==> config.mk <==
export PLATFORM = sky130hd
export DESIGN_NAME = mul_add_seq
export DESIGN_NICKNAME = d
export VERILOG_FILES = /design/src/rtl/mul_add_seq.sv
export SDC_FILE = /design/constraint.sdc
export NUM_CORES = 1
export LEC_CHECK = 0
export CAP_MARGIN = 40
export CORE_AREA = 2 2 280 172
export DETAILED_ROUTE_END_ITERATION = 10
export DIE_AREA = 0 0 282 174
export HOLD_SLACK_MARGIN = 0.12
export PLACE_DENSITY = 0.49
export SLEW_MARGIN = 25
export SYNTH_ARGS = -nofsm -noshare
export SYNTH_HDL_FRONTEND = slang
export SYNTH_SLANG_ARGS = --single-unit
==> constraint.sdc <==
create_clock -name clk -period 4.3 [get_ports clk]
set_input_delay 0.86 -clock clk [delete_from_list [all_inputs] [get_ports clk]]
set_output_delay 0.86 -clock clk [all_outputs]
set_load 0.01 [all_outputs]
==> src/rtl/mul_add_seq.sv <==
// Sequential shift-and-add unit computing quo*opb+rem over 24 iterations,
// used to rebuild a dividend from divider results.
module mul_add_seq (
  input  logic        clk,
  input  logic        reset,
  input  logic        start,
  input  logic [49:0] quo,
  input  logic [23:0] opb,
  input  logic [49:0] rem,
  output logic        busy,
  output logic        done,
  output logic [49:0] prod,
  output logic        ovf
);

  typedef enum logic [1:0] {
    IDLE = 2'd0,
    BUSY = 2'd1,
    DONE = 2'd2
  } state_t;

  state_t      state_q, state_d;
  logic [73:0] acc_q, acc_d;
  logic [73:0] mcand_q, mcand_d;
  logic [23:0] mplier_q, mplier_d;
  logic [4:0]  cnt_q, cnt_d;
  logic [49:0] prod_q, prod_d;
  logic        ovf_q, ovf_d;

  always_ff @(posedge clk) begin
    if (reset) begin
      state_q  <= IDLE;
      acc_q    <= '0;
      mcand_q  <= '0;
      mplier_q <= '0;
      cnt_q    <= '0;
      prod_q   <= '0;
      ovf_q    <= 1'b0;
    end else begin
      state_q  <= state_d;
      acc_q    <= acc_d;
      mcand_q  <= mcand_d;
      mplier_q <= mplier_d;
      cnt_q    <= cnt_d;
      prod_q   <= prod_d;
      ovf_q    <= ovf_d;
    end
  end

  always_comb begin
    state_d  = state_q;
    acc_d    = acc_q;
    mcand_d  = mcand_q;
    mplier_d = mplier_q;
    cnt_d    = cnt_q;
    prod_d   = prod_q;
    ovf_d    = ovf_q;
    case (state_q)
      IDLE, DONE: begin
        // DONE accepts a new start directly so operations can run back-to-back.
        if (start) begin
          state_d  = BUSY;
          acc_d    = {24'd0, rem};
          mcand_d  = {24'd0, quo};
          mplier_d = opb;
          cnt_d    = 5'd0;
        end else begin
          state_d = IDLE;
        end
      end
      BUSY: begin
        if (mplier_q[0]) begin
          acc_d = acc_q + mcand_q;
        end
        mcand_d  = {mcand_q[72:0], 1'b0};
        mplier_d = {1'b0, mplier_q[23:1]};
        cnt_d    = cnt_q + 5'd1;
        // Result is published from the accumulator value including the last add.
        if (cnt_q == 5'd23) begin
          state_d = DONE;
          prod_d  = acc_d[49:0];
          ovf_d   = |acc_d[73:50];
        end
      end
      default: state_d = IDLE;
    endcase
  end

  assign busy = (state_q == BUSY);
  assign done = (state_q == DONE);
  assign prod = prod_q;
  assign ovf  = ovf_q;

endmodule

==> results of run 1 <==
[worst min-delay path: stages (launching register included)]
cell and delay (ns):
dfxtp_1 0.31, nand2_1 0.05, a21oi_1 0.05
[metal layers]
metal	global-route usage, %	routed length (µm)
met1	32.37	26500
met3	3.562	3501
met2	26.04	19050
met4	2.926	692
met5	0	0
[stage by stage]
stage	worst slack, ns	power, mW	std cells
2_1_floorplan	0.4934	2.931	1740
3_3_place_gp	0.1887	3.292	2465
3_5_place_dp	0.1140	3.300	2465
4_1_cts	0.06390	5.696	2509
5_1_grt	-0.003203	5.903	2517
6_report	0.1350	5.653	2517
[logic make-up after synthesis]
| kind of cell | Yosys count | share of synthesized area, % |
|---|---|---|
| flops | 230 | 33.42 |
| fa+ha+maj | 75 | 6.865 |
| mux | 49 | 3.632 |
| xor+xnor | 62 | 3.941 |
| compound gates | 601 | 29.86 |
| simple gates | 569 | 17.83 |
| buf+inv | 154 | 4.459 |
[area by class of cell]
| class | instances | area share (%) |
|---|---|---|
| multi-input cells | 1356 | 50.44 |
| flip-flops and latches | 230 | 26.65 |
| repair buffers | 225 | 12.70 |
| well taps | 640 | 4.628 |
| clock buffers | 33 | 4.078 |
| clock inverters | 11 | 1.020 |
| inverters | 22 | 0.4917 |
[sequential cells by signal, summed over array words and instances (netlist names)]
name      count
acc_q        74
mcand_q      74
prod         50
mplier_q     24
cnt_q         5
state_q       2
ovf           1
[timing repair]
action,in CTS,in global routing
setup buffers,0,7
endpoints found under the setup margin,0,1
gates resized for setup,0,34
hold buffers,0,0
[cells in the final DEF, fill, tap and decap left out, types with 5 or more instances in the layout]
cell type and instances:
a211oi_1 47, a21o_1 26, a21oi_1 195, a21oi_2 7
a221oi_1 47, a22oi_1 115, a31oi_1 16, and3_1 7
buf_12 5, buf_4 40, clkbuf_16 25, clkbuf_8 5
clkdlybuf4s50_1 178, dfxtp_1 227, ha_1 65, ha_2 7
inv_1 21, mux2i_1 44, nand2_1 179, nand2b_1 6
nand3_1 24, nand4_1 33, nor2_1 255, nor2b_1 8
nor3_1 23, o21a_1 10, o21ai_0 47, o21ai_1 11
o21bai_1 17, xnor2_1 30, xor2_1 32
[worst min-delay path by stage]
stage,startpoint,endpoint,slack [ns],cells past startpoint
4_1_cts,mplier_q[3]$_SDFFE_PP0P_,mplier_q[3]$_SDFFE_PP0P_,0.46,2
5_1_grt,mplier_q[7]$_SDFFE_PP0P_,mplier_q[7]$_SDFFE_PP0P_,0.48,2
3_5_place_dp,mplier_q[4]$_SDFFE_PP0P_,mplier_q[4]$_SDFFE_PP0P_,0.45,2
3_3_place_gp,mplier_q[8]$_SDFFE_PP0P_,mplier_q[8]$_SDFFE_PP0P_,0.44,2
2_1_floorplan,mplier_q[10]$_SDFFE_PP0P_,mplier_q[10]$_SDFFE_PP0P_,0.44,2
6_report,mplier_q[4]$_SDFFE_PP0P_,mplier_q[4]$_SDFFE_PP0P_,0.45,2
[power by group through the flow]
stage	clock, mW	combinational [mW]	sequential (mW)
floorplan	0	0.615	2.32
global placement	0	0.944	2.35
detailed placement	0	0.948	2.35
CTS	2.44	0.953	2.30
global route	2.53	1.05	2.32
finish	2.38	0.967	2.31
==> impl_metrics.toml, run 1 <==
[critical_path]
endpoint = "ovf$_SDFFE_PP0P_"
path_depth = 14
cp_num_buf_inv = 0
arrival_ns = 4.63
crit_chain = "ha_2 > and2_2 > nand3b_2 > a211o_1 > a31oi_4 > a41o_4 > a31oi_4 > o31a_4 > xor2_1 > a21oi_1 > or4_1 > nor4_2 > a31oi_1 > a211o_1"
cp-end-kind = "flop"
cp.required_ns = 4.76
cpMaxStageDelayCell = "or4_1"
r2r_slack_ns = 0.13
worstSetupStartpointType = "flop"
r2r_end = "ovf$_SDFFE_PP0P_"
cp-startpoint = "mcand_q[3]$_SDFFE_PP0P_"
r2r-start = "mcand_q[3]$_SDFFE_PP0P_"
crit_fanout = 4
critPathKind = "reg -> reg"
crit_family = "compound AO/OA/AOI/OAI gates"
r2r_cells = 14
critPathMaxStageDelay_ns = 0.52

[layout]
drive_above_1_share_pct = 8.151
n_fill_cell = 4856
final_util_pct = 36.99
multi_input_area_um2 = 8727
seq_area_um2 = 4611
area_delta_synth_final_pct = 25.58
antenna_cells = 0
nNetsFinal = 2062
final_area_um2 = 17300

[global_route]
grt_antenna_before_repair = 0
grt_pass1_wl_um = 76220
grt_max_degree = 139
gr-usage-all-layers_pct = 19.68
grt_pass1_vias = 12604
grt.overflow.total = 0

[yosys]
synthTopCellsByCount = "nor2_1, dfxtp_1, a21oi_1"
syn_nets = 1942
ys_ff_latch = 230
yosysWarnings = 0
syn_area_um2 = 13780
synth_cell_type_count = 81
synth-edff-count = 0
synth_area_leaders = "dfxtp_1, a21oi_1, nor2_1"
synth.most_common_cell = "nor2_1"
ys_seq_area_share_pct = 33.42
synth_top_area_share_pct = 33.42
synth_top_cell_by_area = "dfxtp_1"
syn_area_per_cell_um2 = 7.919
syn_inst = 1740
ys.flop_type = "dfxtp_1"
async_flop_share_pct = 0

[power]
swShare_pct = 29.17
p_clk_share_pct = 42.1
combPwrFrac_pct = 17.1
power.internal_mw = 4.004
powerDensity_nw_per_um2 = 326.7
p_leak_nw = 6.226
p_sw_mw = 1.649
ir_worst_vdd_mv = 0.2492
power_frac_seq_pct = 40.8

[floorplan]
die_area_um2 = 49070
start_util_pct = 29.45
core-area_um2 = 46780
die_y_um = 174
die_w_um = 282
rows = 62
io_pins = 180

[timing]
finalSetupViolCount = 0
relSlewSlack_pct = 44.11
fmax_mhz = 240.1
period_share_pct = 96.86
finalMaxSlewViolations = 0
skew_ns = 0.01457
hold_viol_final = 0
min_period_ns = 4.165
hold_ws_ns = 0.4540
tns_ns = 0
worstMarginPinSlew_ns = 0.8384

[run_status]
outcome = "complete, no violations"

[clock_tree]
cts_tree = "built"
cts_buffers = 25
clock_latency_ns = 0.57
clockRootBuffer = "clkbuf_16"
clkSinkCount = 230
cts_max_level = 1
clockBufferDepth = 3
path_clk_slew_ns = 0.07

[job]
maxCapViolations = 0

[placement]
place_area_um2 = 16220
portBuffers = 179
gp_congestion = 0.9005
hpwl_um = 35980

[detailed_routing]
vias_per_cell = 5.382
ant_nets = 0
routed-via-count = 13547
wirelength_um = 49750
wl_per_cell_um = 19.77
firstDrtPassIters = 6
drc_errors = 0
drt-initial-drc-count = 1134

[worst_hold_path]
hold_path.class = "reg -> reg"
No activity file was read; power rests on OpenSTA's default activity.
==> run 2, diff against run 1 <==
Settings changed: CORE_AREA 2 2 280 172 to 3 3 281 173, CTS_CLUSTER_DIAMETER from default to 80, DIE_AREA 0 0 282 174 to 0 0 284 176.
==> run 2 against run 1 <==
Effect of this change:
- register-to-register slack lost 0.02 ns
- wire length decreased by 0.66%
- sequential share of layout area up 0.23 points
- via count is 0.26% higher
- hold slack improved by 0.0024 ns
- count of clock-buffer cells in the layout down 4
- critical path type unchanged
- fmax shrank 0.37%
- power decreased by 2.7%
- combinational power hardly changed
==> impl_metrics.toml, run 2 (same netlist as run 1, synthesis figures left out) <==
[timing]
worstMarginPinSlew_ns = 0.8583
fmax_mhz = 239.2
skew_ns = 0.03517
finalSetupViolCount = 0
period_share_pct = 97.22
relSlewSlack_pct = 42.78
finalMaxSlewViolations = 0
rsz0062_at_grt = "yes"
layout_setup_ws_ns = 0.1195
min_period_ns = 4.181
hold_viol_final = 0
tns_ns = 0

[clock_tree]
path_clk_slew_ns = 0.07
clockBufferDepth = 3
clkSinkCount = 230
cts_tree = "built"
clock_latency_ns = 0.57
hold_buffers = 0
cts_buffers = 24
cts_max_level = 1
clockRootBuffer = "clkbuf_16"

[critical_path]
r2r-start = "acc_q[0]$_SDFFE_PP0P_"
r2r_slack_ns = 0.12
worstSetupStartpointType = "flop"
crit_fanout = 4
r2r_cells = 15
r2r_end = "ovf$_SDFFE_PP0P_"
cp-end-kind = "flop"
critPathMaxStageDelay_ns = 0.57
critPathKind = "reg -> reg"
arrival_ns = 4.62
cp.required_ns = 4.73
cpMaxStageDelayCell = "or4_4"
crit_chain = "ha_4 > fa_2 > a211oi_2 > o31ai_4 > nand4_4 > a2111oi_4 > o31ai_4 > a211oi_2 > a31o_2 > xor2_1 > mux2_2 > or4_4 > nor4_4 > a31oi_1 > a211o_1"

[placement]
dp_cells = 2462
hpwl_um = 36010
portBuffers = 179
dpl_worst_slack_ns = -0.03559
gp_congestion = 0.9083

[floorplan]
start_util_pct = 29.94
rows = 61
io_pins = 180
die_y_um = 176
die_w_um = 284
core-area_um2 = 46020
die_area_um2 = 49980

[power]
swShare_pct = 30.27
powerDensity_nw_per_um2 = 320.5
power.total_mw = 5.502
ir_worst_vdd_mv = 0.2566
combPwrFrac_pct = 17.6
power.internal_mw = 3.837
p_leak_nw = 6.217
power_frac_seq_pct = 41.9
p_sw_mw = 1.666
p_clk_share_pct = 40.6

[job]
maxCapViolations = 0

[global_route]
grt_max_degree = 117
grt_pass1_vias = 12775
grt.overflow.total = 0
grt_antenna_before_repair = 0
grt_pass1_wl_um = 76660
gr-usage-all-layers_pct = 19.12

[detailed_routing]
wl_per_cell_um = 19.68
wirelength_um = 49420
drc_errors = 0
drt-initial-drc-count = 1238
ant_nets = 0
routed-via-count = 13582
firstDrtPassIters = 5
vias_per_cell = 5.409

[worst_hold_path]
hold_path.class = "reg -> reg"
holdPathStages = 2
min_delay_worst_endpoint = "mplier_q[19]$_SDFFE_PP0P_"
hp-start = "mplier_q[19]$_SDFFE_PP0P_"

[layout]
final_cell_mix = "nor2_1, dfxtp_1, a21oi_1, nand2_1, clkdlybuf4s50_1"
n_fill_cell = 4774
antenna_cells = 0
finalNonFillerCells = 2511
multi_input_area_um2 = 8641
final_common_cell = "nor2_1"
nNetsFinal = 2066
final_util_pct = 37.30
seq_area_um2 = 4613
drive_above_1_share_pct = 7.709
area_delta_synth_final_pct = 24.58

[run_status]
outcome = "complete, no violations"
run 2: area by class of cell:
| cell class | instances | share of cell area [%] |
|---|---|---|
| clock buffer | 29 | 3.841 |
| sequential | 230 | 26.88 |
| multi-input combinational | 1356 | 50.34 |
| clock inverter | 14 | 0.9840 |
| timing repair buffer | 230 | 12.87 |
| inverter | 22 | 0.4957 |
| tap | 630 | 4.592 |
run 2: worst max-delay path by stage:
| stage | start | end | slack [ns] |
|---|---|---|---|
| after floorplan | acc_q[0]$_SDFFE_PP0P_ | ovf$_SDFFE_PP0P_ | 0.49 |
| after global placement | mcand_q[0]$_SDFFE_PP0P_ | ovf$_SDFFE_PP0P_ | 0.04 |
| after detailed placement | acc_q[22]$_SDFFE_PP0P_ | ovf$_SDFFE_PP0P_ | -0.04 |
| after CTS | mcand_q[0]$_SDFFE_PP0P_ | ovf$_SDFFE_PP0P_ | 0.01 |
| after global routing | acc_q[0]$_SDFFE_PP0P_ | ovf$_SDFFE_PP0P_ | -0.03 |
| final | acc_q[0]$_SDFFE_PP0P_ | ovf$_SDFFE_PP0P_ | 0.12 |
run 2: metal layers:
| layer | track usage, % | vias up | routed length, µm |
|---|---|---|---|
| li1 | - | 6643 | - |
| met1 | 30.97 | 6494 | 26510 |
| met4 | 2.098 | 0 | 473 |
| met5 | 0 | - | 0 |
| met2 | 26.45 | 416 | 19240 |
| met3 | 3.381 | 29 | 3193 |
run 2: stage by stage:
| stage | cell area, µm² | hold slack (ns) |
|---|---|---|
| final | 17170 | 0.4564 |
| after global routing | 17170 | 0.4834 |
| after CTS | 17060 | 0.4582 |
| after detailed placement | 16230 | 0.4490 |
| after global placement | 16230 | 0.4426 |
| after floorplan | 13780 | 0.4368 |
run 2: power by group through the flow:
| stage | Combinational, mW | Clock, mW | Sequential, mW |
|---|---|---|---|
| floorplan | 0.615 | 0 | 2.32 |
| global placement | 0.952 | 0 | 2.34 |
| detailed placement | 0.958 | 0 | 2.35 |
| CTS | 0.963 | 2.30 | 2.30 |
| global route | 1.06 | 2.37 | 2.32 |
| finish | 0.967 | 2.23 | 2.30 |
run 2: critical path, delay by kind of cell, from the launching register on:
kind                     cells  cell delay, ns
XOR/XNOR                     1            0.06
AO/OA/AOI/OAI                8            2.04
multiplexers                 1            0.29
flip-flops                   1            0.36
AND/OR/NAND/NOR              3            0.90
adder cells (fa/ha/maj)      2            0.39
run 2: what timing repair did:
action,in CTS,in global routing
gates cloned,0,0
gates resized for setup,1,15
buffers inserted,0,6
pin swaps,1,7
setup endpoints to repair,1,1
